==> config.mk <==
export PLATFORM = sky130hd
export DESIGN_NAME = illegal_instruction_exception_unit
export DESIGN_NICKNAME = d
export VERILOG_FILES = /design/src/rtl/illegal_instruction_exception_unit.sv
export SDC_FILE = /design/constraint.sdc
export NUM_CORES = 1
export LEC_CHECK = 0
export BUFFER_PORTS_ARGS = -buffer_cell sky130_fd_sc_hd__buf_2
export CORE_MARGIN = 4
export CORE_UTILIZATION = 37
export DETAILED_ROUTE_END_ITERATION = 8
export GPL_TIMING_DRIVEN = 0
export PLACE_DENSITY = 0.87
export RECOVER_POWER = 50
export SETUP_SLACK_MARGIN = 0.05
export SKIP_CTS_REPAIR_TIMING = 1
export SYNTH_ARGS = -nofsm -noshare
export SYNTH_HDL_FRONTEND = slang
export SYNTH_SLANG_ARGS = --single-unit
==> constraint.sdc <==
create_clock -name clk -period 1.2 [get_ports clk]
set_input_delay 0.06 -clock clk [delete_from_list [all_inputs] [get_ports clk]]
set_output_delay 0.06 -clock clk [all_outputs]
set_load 0.005 [all_outputs]
==> src/rtl/illegal_instruction_exception_unit.sv <==
// illegal_instruction_exception_unit: holds an illegal decode instruction until the pipeline drains, then raises a precise cause-2 exception
// Optional trap value capture of the instruction word is enabled by defining ILLEGAL_TVAL_EN.
module illegal_instruction_exception_unit #(
    parameter int ID_W = 3
) (
    input  logic            clk,
    input  logic            rst,
    input  logic            decode_valid,
    input  logic [31:0]     decode_instruction,
    input  logic [31:0]     decode_pc,
    input  logic [ID_W-1:0] decode_id,
    input  logic            illegal_instruction,
    input  logic            inflight_empty,
    input  logic            gc_flush,
    input  logic            exception_ack,
    output logic            block_issue,
    output logic            decode_stall,
    output logic            exception_valid,
    output logic [4:0]      exception_code,
    output logic [31:0]     exception_pc,
    output logic [31:0]     exception_tval,
    output logic [ID_W-1:0] exception_id
);
    typedef enum logic [1:0] {IDLE, PENDING, RAISED} state_t;
    state_t state, state_nxt;
    logic capture;
    logic [31:0] pc_q;
    logic [ID_W-1:0] id_q;
    assign capture = (state == IDLE) && decode_valid && illegal_instruction && !gc_flush;
    assign block_issue = decode_valid && illegal_instruction && (state == IDLE);
    assign decode_stall = (state != IDLE);
    assign exception_valid = (state == RAISED);
    assign exception_code = exception_valid ? 5'd2 : 5'd0;
    assign exception_pc = exception_valid ? pc_q : 32'd0;
    assign exception_id = exception_valid ? id_q : '0;
    // state register
    always_ff @(posedge clk) begin
        if (rst) state <= IDLE;
        else state <= state_nxt;
    end
    // next state: flush wins over everything, including a simultaneous ack
    always_comb begin
        state_nxt = gc_flush ? IDLE :
                    capture ? PENDING :
                    (state == PENDING && inflight_empty) ? RAISED :
                    (state == RAISED && exception_ack) ? IDLE : state;
    end
    // latch the faulting instruction's PC and ID at capture
    always_ff @(posedge clk) begin
        if (rst) begin
            pc_q <= 32'd0;
            id_q <= '0;
        end else if (capture) begin
            pc_q <= decode_pc;
            id_q <= decode_id;
        end
    end
`ifdef ILLEGAL_TVAL_EN
    logic [31:0] insn_q;
    // latch the faulting instruction word as trap value
    always_ff @(posedge clk) begin
        if (rst) insn_q <= 32'd0;
        else if (capture) insn_q <= decode_instruction;
    end
    assign exception_tval = exception_valid ? insn_q : 32'd0;
`else
    logic unused_insn;
    assign unused_insn = ^decode_instruction;
    assign exception_tval = 32'd0;
`endif
endmodule

==> qor.yml, run 1 <==
timing:
  layout_worst_path_cycle_share_pct: 120.7
  period_minus_slack_ps: 1448
  rsz_0062_raised_after_global_routing: "true"
  fin_skew_ps: 4.153
  report.final.hold_viol_count: 0
  achievable-frequency_mhz: 690.4
  worst_slack_ps: -248.4
  report.final.slew_viol_count: 0
  relSlewSlack_pct: 64.93
  tightestPinTransition_ps: 526.1
  setup-violations-final: 74
synth:
  synth_top_cell_area_share_pct: 35.51
  postSynthCellCount: 248
  ys_top_cells_by_area: "sky130_fd_sc_hd__dfxtp_1 36%, sky130_fd_sc_hd__or3b_1 15%, sky130_fd_sc_hd__buf_4 13%, sky130_fd_sc_hd__and2_1 10%, sky130_fd_sc_hd__a21oi_1 8.4%"
  ys_ff_latch: 37
  synth.distinct_cells: 17
  yosysTopAreaCell: "sky130_fd_sc_hd__dfxtp_1"
  synthArstFlopShare_pct: 0
  synth.avg_cell_area_sq_um: 8.410
  ys_warn_count: 0
  synth_area_sq_um: 2086
  yosys_most_used_dff: "sky130_fd_sc_hd__dfxtp_1"
  commonest_cells_in_the_synthesized_netlist: "37 x sky130_fd_sc_hd__buf_4, 37 x sky130_fd_sc_hd__dfxtp_1, 35 x sky130_fd_sc_hd__a21oi_1, 35 x sky130_fd_sc_hd__and2_1, 35 x sky130_fd_sc_hd__or3b_1"
  synth_enable_flop_cells: 0
  synth.yosys.seq_area_share_pct: 35.51
cells_and_area:
  utilization_pct: 59.24
  layoutNonFillerInstCount: 452
  final_layout_size_suffix_gt1_share_pct: 49.21
  diodes: 0
  synthToLayoutAreaGrowth_pct: 55.43
  final_nets: 453
  postLayoutCellArea_sq_um: 3242
die:
  dieHeight_um: 83.08
  num_io_pins: 149
  initial_utilization_pct: 38.11
  core.rowCount: 27
  die_footprint_sq_um: 6902
  die_w_um: 83.08
  core_region_area_sq_um: 5473
pwr:
  power_switching_share_pct: 24.64
  p_leak_nw: 1.506
  switchingPower_mw: 0.6552
  power_mw: 2.659
  share_clk_of_total_power_pct: 35.9
  power_per_cell_area_nw_per_um2: 820.2
  internal_power_mw: 2.004
  worst_ir_drop_vdd_uv: 527.0
  sequential_power_share_pct: 48.2
  p_comb_share_pct: 15.8
setup_path:
  critical_path.reg2reg.endpoint: "pc_q[23]"
  crit-reg2reg-launch: "state[1]"
  critPathLaunchType: "register"
  worst_r2r_path_depth: 5
  endpoint_kind: "register"
  crit_type: "register to register"
  path_max_fanout: 10
  timing.reg2reg.setup_slack_ps: -250
  worst_ep_arrival_time_ps: 1670
  worstPathRequired_ps: 1420
route:
  totalWireLength_mm: 5.895
  via_per_inst: 4.524
  drt_pass1_iterations: 4
  route.vias.total: 2045
  wirelength_per_cell_um: 13.04
  route.detailed.drc: 0
  detail_route.iter0.violations: 31
  final_antenna_net_count: 0
cts:
  tritoncts: "done"
  clock_latency_ps: 280
  tritoncts.num_buffers: 5
  clk_pin_slew_worst_paths_ps: 70
  clock_path_buffers: 2
  clock-sinks: 37
  cts_max_level: 2
  cts.root.buffer_cell: "sky130_fd_sc_hd__clkbuf_8"
placement:
  detailed_place.area_sq_um: 2699
  io_buffers: 78
  finalWeightedCongestion: 0.7476
  dp_hpwl_mm: 4.094
  placedCellCount: 433
global_route:
  grt_max_degree: 12
  antenna_found_initial: 0
  gr-usage-all-layers_pct: 15.16
  wire_length_of_the_first_global_routing_pass_mm: 8.714
  number_of_global_route_vias_before_repair: 1946
  overall_overflow_remaining_after_global_route: 0
outcome:
  outcome: "finished with violations"
  violations: "negative setup slack"
hold_path:
  hold_path_depth: 3
  timing.hold.worst.class: "input pin to register"
  holdCritStartpoint: "exception_ack"
  hold_end: "state[1]"
job:
  max_cap_violations: 0
## placed cells by master (no fill, tap or decap)
master,n
sky130_fd_sc_hd__buf_12,1
sky130_fd_sc_hd__a21oi_1,24
sky130_fd_sc_hd__dfxtp_1,35
sky130_fd_sc_hd__and2_4,22
sky130_fd_sc_hd__dfxtp_4,2
sky130_fd_sc_hd__o21ai_1,8
sky130_fd_sc_hd__buf_2,55
sky130_fd_sc_hd__inv_1,2
sky130_fd_sc_hd__o21ai_0,29
sky130_fd_sc_hd__buf_6,37
sky130_fd_sc_hd__clkbuf_1,11
sky130_fd_sc_hd__or2b_1,1
sky130_fd_sc_hd__or2_2,1
sky130_fd_sc_hd__buf_1,1
sky130_fd_sc_hd__nand4bb_4,1
sky130_fd_sc_hd__or3b_4,4
sky130_fd_sc_hd__and2_1,13
sky130_fd_sc_hd__nor2b_4,1
sky130_fd_sc_hd__or3b_1,31
sky130_fd_sc_hd__clkinv_2,1
sky130_fd_sc_hd__buf_4,40
sky130_fd_sc_hd__clkbuf_8,7
sky130_fd_sc_hd__a21oi_2,11
sky130_fd_sc_hd__clkbuf_2,2
sky130_fd_sc_hd__buf_8,2
sky130_fd_sc_hd__conb_1,36
sky130_fd_sc_hd__a211oi_1,2
## critical path: stages, from the launching register on
cell	delay, ps
sky130_fd_sc_hd__dfxtp_4	360
sky130_fd_sc_hd__nand4bb_4	240
sky130_fd_sc_hd__buf_6	160
sky130_fd_sc_hd__buf_6	130
sky130_fd_sc_hd__or3b_1	360
sky130_fd_sc_hd__a21oi_2	140
## power groups by stage
stage,combinational (mW),clock (mW),sequential [mW]
floorplan,0.265,0,1.31
global placement,0.365,0,1.31
detailed placement,0.372,0,1.31
CTS,0.373,0.980,1.28
global route,0.470,1.05,1.29
finish,0.421,0.955,1.28
## metal layers
metal  share of wire, %  track usage, %
met1                 39           16.60
met5                  0               0
met2                 51           26.82
met3                8.7           5.258
met4                1.5           5.646
## flip-flops by register name (all words and copies together) (netlist names)
signal  flops
pc_q       32
id_q        3
state       2
## stage by stage
step	TNS (ps)	setup WS [ps]	hold slack [ps]
floorplan	-2391	-72.48	243.1
global placement	-19440	-458.3	340.5
detailed placement	-21170	-504.3	339.3
CTS	-34390	-827.2	29.07
global route	-19350	-324.2	41.93
finish	-14140	-248.4	25.23
## layout make-up
type / instances / area (sq um)
Clock buffer: 7 / 96.34
Fill cell: 494 / 2231
Buffer: 60 / 434.2
Sequential cell: 37 / 748.2
Clock inverter: 1 / 5.005
Tap cell: 72 / 90.09
Timing Repair Buffer: 89 / 663.1
Multi-Input combinational cell: 184 / 1197
Inverter: 2 / 7.507
## how the worst max path moves through the flow
stage,start,to,slack (ps),cells past startpoint
final,state[1],pc_q[23],-250,5
after detailed placement,state[1],exception_pc[28],-500,4
after CTS,state[1],exception_pc[28],-830,4
after floorplan,state[0],id_q[0],-70,5
after global placement,state[1],exception_pc[17],-460,4
after global routing,state[1],pc_q[30],-320,5
## cell families (layout without fill, tap and decap cells)
family                 after synthesis  count (layout)  share of synthesized area, %
AND/OR/NAND/NOR                     74              74                         26.69
buffers and inverters               62             159                         19.62
flip-flops                          37              37                         35.51
AO/OA/AOI/OAI                       74              74                         18.00
other                                1              36                        0.1798
Power figures use the tool's default switching activity.
==> run 2: changes to the inputs <==
--- a/config.mk
+++ b/config.mk
@@ -7,12 +7,13 @@
 export LEC_CHECK = 0
 export BUFFER_PORTS_ARGS = -buffer_cell sky130_fd_sc_hd__buf_2
 export CORE_MARGIN = 4
-export CORE_UTILIZATION = 37
+export CORE_UTILIZATION = 25
+export CTS_BUF_LIST = sky130_fd_sc_hd__clkbuf_8
 export DETAILED_ROUTE_END_ITERATION = 8
 export GPL_TIMING_DRIVEN = 0
-export PLACE_DENSITY = 0.87
+export PLACE_DENSITY = 0.66
 export RECOVER_POWER = 50
-export SETUP_SLACK_MARGIN = 0.05
+export SETUP_SLACK_MARGIN = 0.4
 export SKIP_CTS_REPAIR_TIMING = 1
 export SYNTH_ARGS = -nofsm -noshare
 export SYNTH_HDL_FRONTEND = slang
==> run 2 against run 1 <==
The flow still finishes with violations (negative setup slack). Flip-flop and latch count stayed put. Critical path depth stayed put. Worst setup slack got worse by 6.3 ps. Combinational power is 6.2% lower. Wire length is 2.5% higher. Global-route usage decreased by 4.2 points. Clock skew fell by 1.9 ps. Critical endpoint is now pc_q[24].
==> qor.yml, run 2 (same netlist as run 1, synthesis figures left out) <==
cells_and_area:
  most_common_library_cell_in_the_layout_ignoring_fill_and_taps: "sky130_fd_sc_hd__buf_2"
  synthToLayoutAreaGrowth_pct: 49.85
  final_nets: 448
  final_layout_size_suffix_gt1_share_pct: 43.05
  mostFrequentLayoutCells: "60 x sky130_fd_sc_hd__buf_2, 39 x sky130_fd_sc_hd__buf_4, 36 x sky130_fd_sc_hd__conb_1"
  layoutNonFillerInstCount: 479
  postLayoutCellArea_sq_um: 3126
  largestRegisters: "pc_q: 32 flops, id_q: 3 flops, state: 2 flops"
  registers.top_by_ff_count: "pc_q"
  diodes: 0
  fill_cells: 886
  largest_register_ffs: 32
  area.sequential_sq_um: 745.7
  multi_input_comb_area_sq_um: 1124
placement:
  dp_hpwl_mm: 4.469
  finalWeightedCongestion: 0.7866
  detailed_place.area_sq_um: 2741
  placedCellCount: 466
  io_buffers: 78
global_route:
  gr-usage-all-layers_pct: 10.99
  groute.layer.met3.usage_pct: 3.576
  wire_length_of_the_first_global_routing_pass_mm: 8.742
  grt-busiest-layer: "met2"
  grtUsageMet1_pct: 14.92
  use_met2_pct: 17.56
  antenna_found_initial: 0
  grt_max_degree: 12
  number_of_global_route_vias_before_repair: 1758
  overall_overflow_remaining_after_global_route: 0
die:
  die_w_um: 99.34
  core_region_area_sq_um: 8175
  dieHeight_um: 99.34
  num_io_pins: 149
  die_footprint_sq_um: 9868
  core.rowCount: 33
  initial_utilization_pct: 25.51
timing:
  totalNegativeSetupSlack_ps: -12710
  layout_worst_path_cycle_share_pct: 121.2
  achievable-frequency_mhz: 687.5
  report.final.hold_viol_count: 0
  rsz_0062_raised_after_global_routing: "true"
  report.final.slew_viol_count: 0
  fin_skew_ps: 2.208
  setup-violations-final: 74
  worst_slack_ps: -254.6
  period_minus_slack_ps: 1455
route:
  detail_route.iter0.violations: 45
  wirelength_per_cell_um: 12.61
  via_per_inst: 4.152
  route.vias.total: 1989
  final_antenna_net_count: 0
  totalWireLength_mm: 6.042
  drt_pass1_iterations: 4
  route.detailed.drc: 0
outcome:
  outcome: "finished with violations"
  violations: "negative setup slack"
hold_path:
  hold_path_depth: 3
  hold_end: "state[1]"
  timing.hold.worst.class: "input pin to register"
  holdCritStartpoint: "exception_ack"
pwr:
  power_switching_share_pct: 24.50
  power_mw: 2.541
  worst_ir_drop_vdd_uv: 485.6
  power_per_cell_area_nw_per_um2: 813.0
  sequential_power_share_pct: 50.5
  p_comb_share_pct: 15.5
  p_leak_nw: 1.465
  switchingPower_mw: 0.6226
  internal_power_mw: 1.919
  share_clk_of_total_power_pct: 33.9
setup_path:
  worst_ep_arrival_time_ps: 1660
  critPathLaunchType: "register"
  worst_path_largest_cell_delay_ps: 360
  critical_path.reg2reg.endpoint: "pc_q[24]"
  startpoint: "state[0]"
  timing.critical_path.cells: "nand4bb_1 -> buf_6 -> buf_6 -> or3b_1 -> a21oi_1"
  crit_top_cell: "sky130_fd_sc_hd__buf_6"
  timing.reg2reg.setup_slack_ps: -250
  worstPathRequired_ps: 1400
  endpoint_kind: "register"
  crit-reg2reg-launch: "state[0]"
  worst_r2r_path_depth: 5
  path_max_fanout: 10
  cp_slowest_cell: "sky130_fd_sc_hd__or3b_1"
  crit_type: "register to register"
cts:
  cts_max_level: 2
  tritoncts.num_buffers: 5
  clock_latency_ps: 280
  clock_path_buffers: 2
  tritoncts: "done"
  cts.root.buffer_cell: "sky130_fd_sc_hd__clkbuf_8"
  clock-sinks: 37
  clk_pin_slew_worst_paths_ps: 70
job:
  max_cap_violations: 0
[run 2: changes by cell type in the layout (fill, tap and decap cells not counted), sizes merged]
cell / change
clkinv: -1
buf: -7
inv: +1
clkbuf: +1
[run 2: layout make-up]
type                            instances  share of cell area (%)
Multi-Input combinational cell        184                   35.95
Sequential cell                        37                   23.86
Timing Repair Buffer                   84                   18.73
Buffer                                 60                   14.25
Tap cell                              105                   4.203
Clock buffer                            6                   2.642
Inverter                                2                  0.2402
Clock inverter                          1                  0.1201
[run 2: power groups by stage]
stage	clock network (mW)	logic [mW]	registers (mW)
finish	0.862	0.395	1.28
global route	0.959	0.441	1.29
CTS	0.898	0.381	1.28
detailed placement	0	0.380	1.31
global placement	0	0.373	1.31
floorplan	0	0.265	1.31
[run 2: metrics by stage]
stage	util (%)	hold slack, ps	setup slack (ps)
2_1_floorplan	-	231.3	-72.48
3_3_place_gp	33.53	321.3	-530.5
3_5_place_dp	33.53	327.3	-545.5
4_1_cts	34.59	25.08	-873.0
5_1_grt	38.23	18.78	-368.8
6_report	38.23	32.34	-254.6
[run 2: metal layers]
metal  part of all wire [%]  up-vias
li1                       -     1024
met1                     44      880
met2                     47       85
met3                    8.6        0
met4                      0        0
met5                      0        -
[run 2: how the worst max path moves through the flow]
stage | to
after detailed placement | exception_pc[23]
final | pc_q[24]
after global placement | exception_pc[23]
after floorplan | id_q[0]
after CTS | exception_pc[23]
after global routing | pc_q[24]
[run 2: worst max-delay path: cells and delay by family, from the launching register on]
family	cells	cell delay (ps)
simple gates	2	570
flops	1	350
buf+inv	2	310
compound gates	1	150
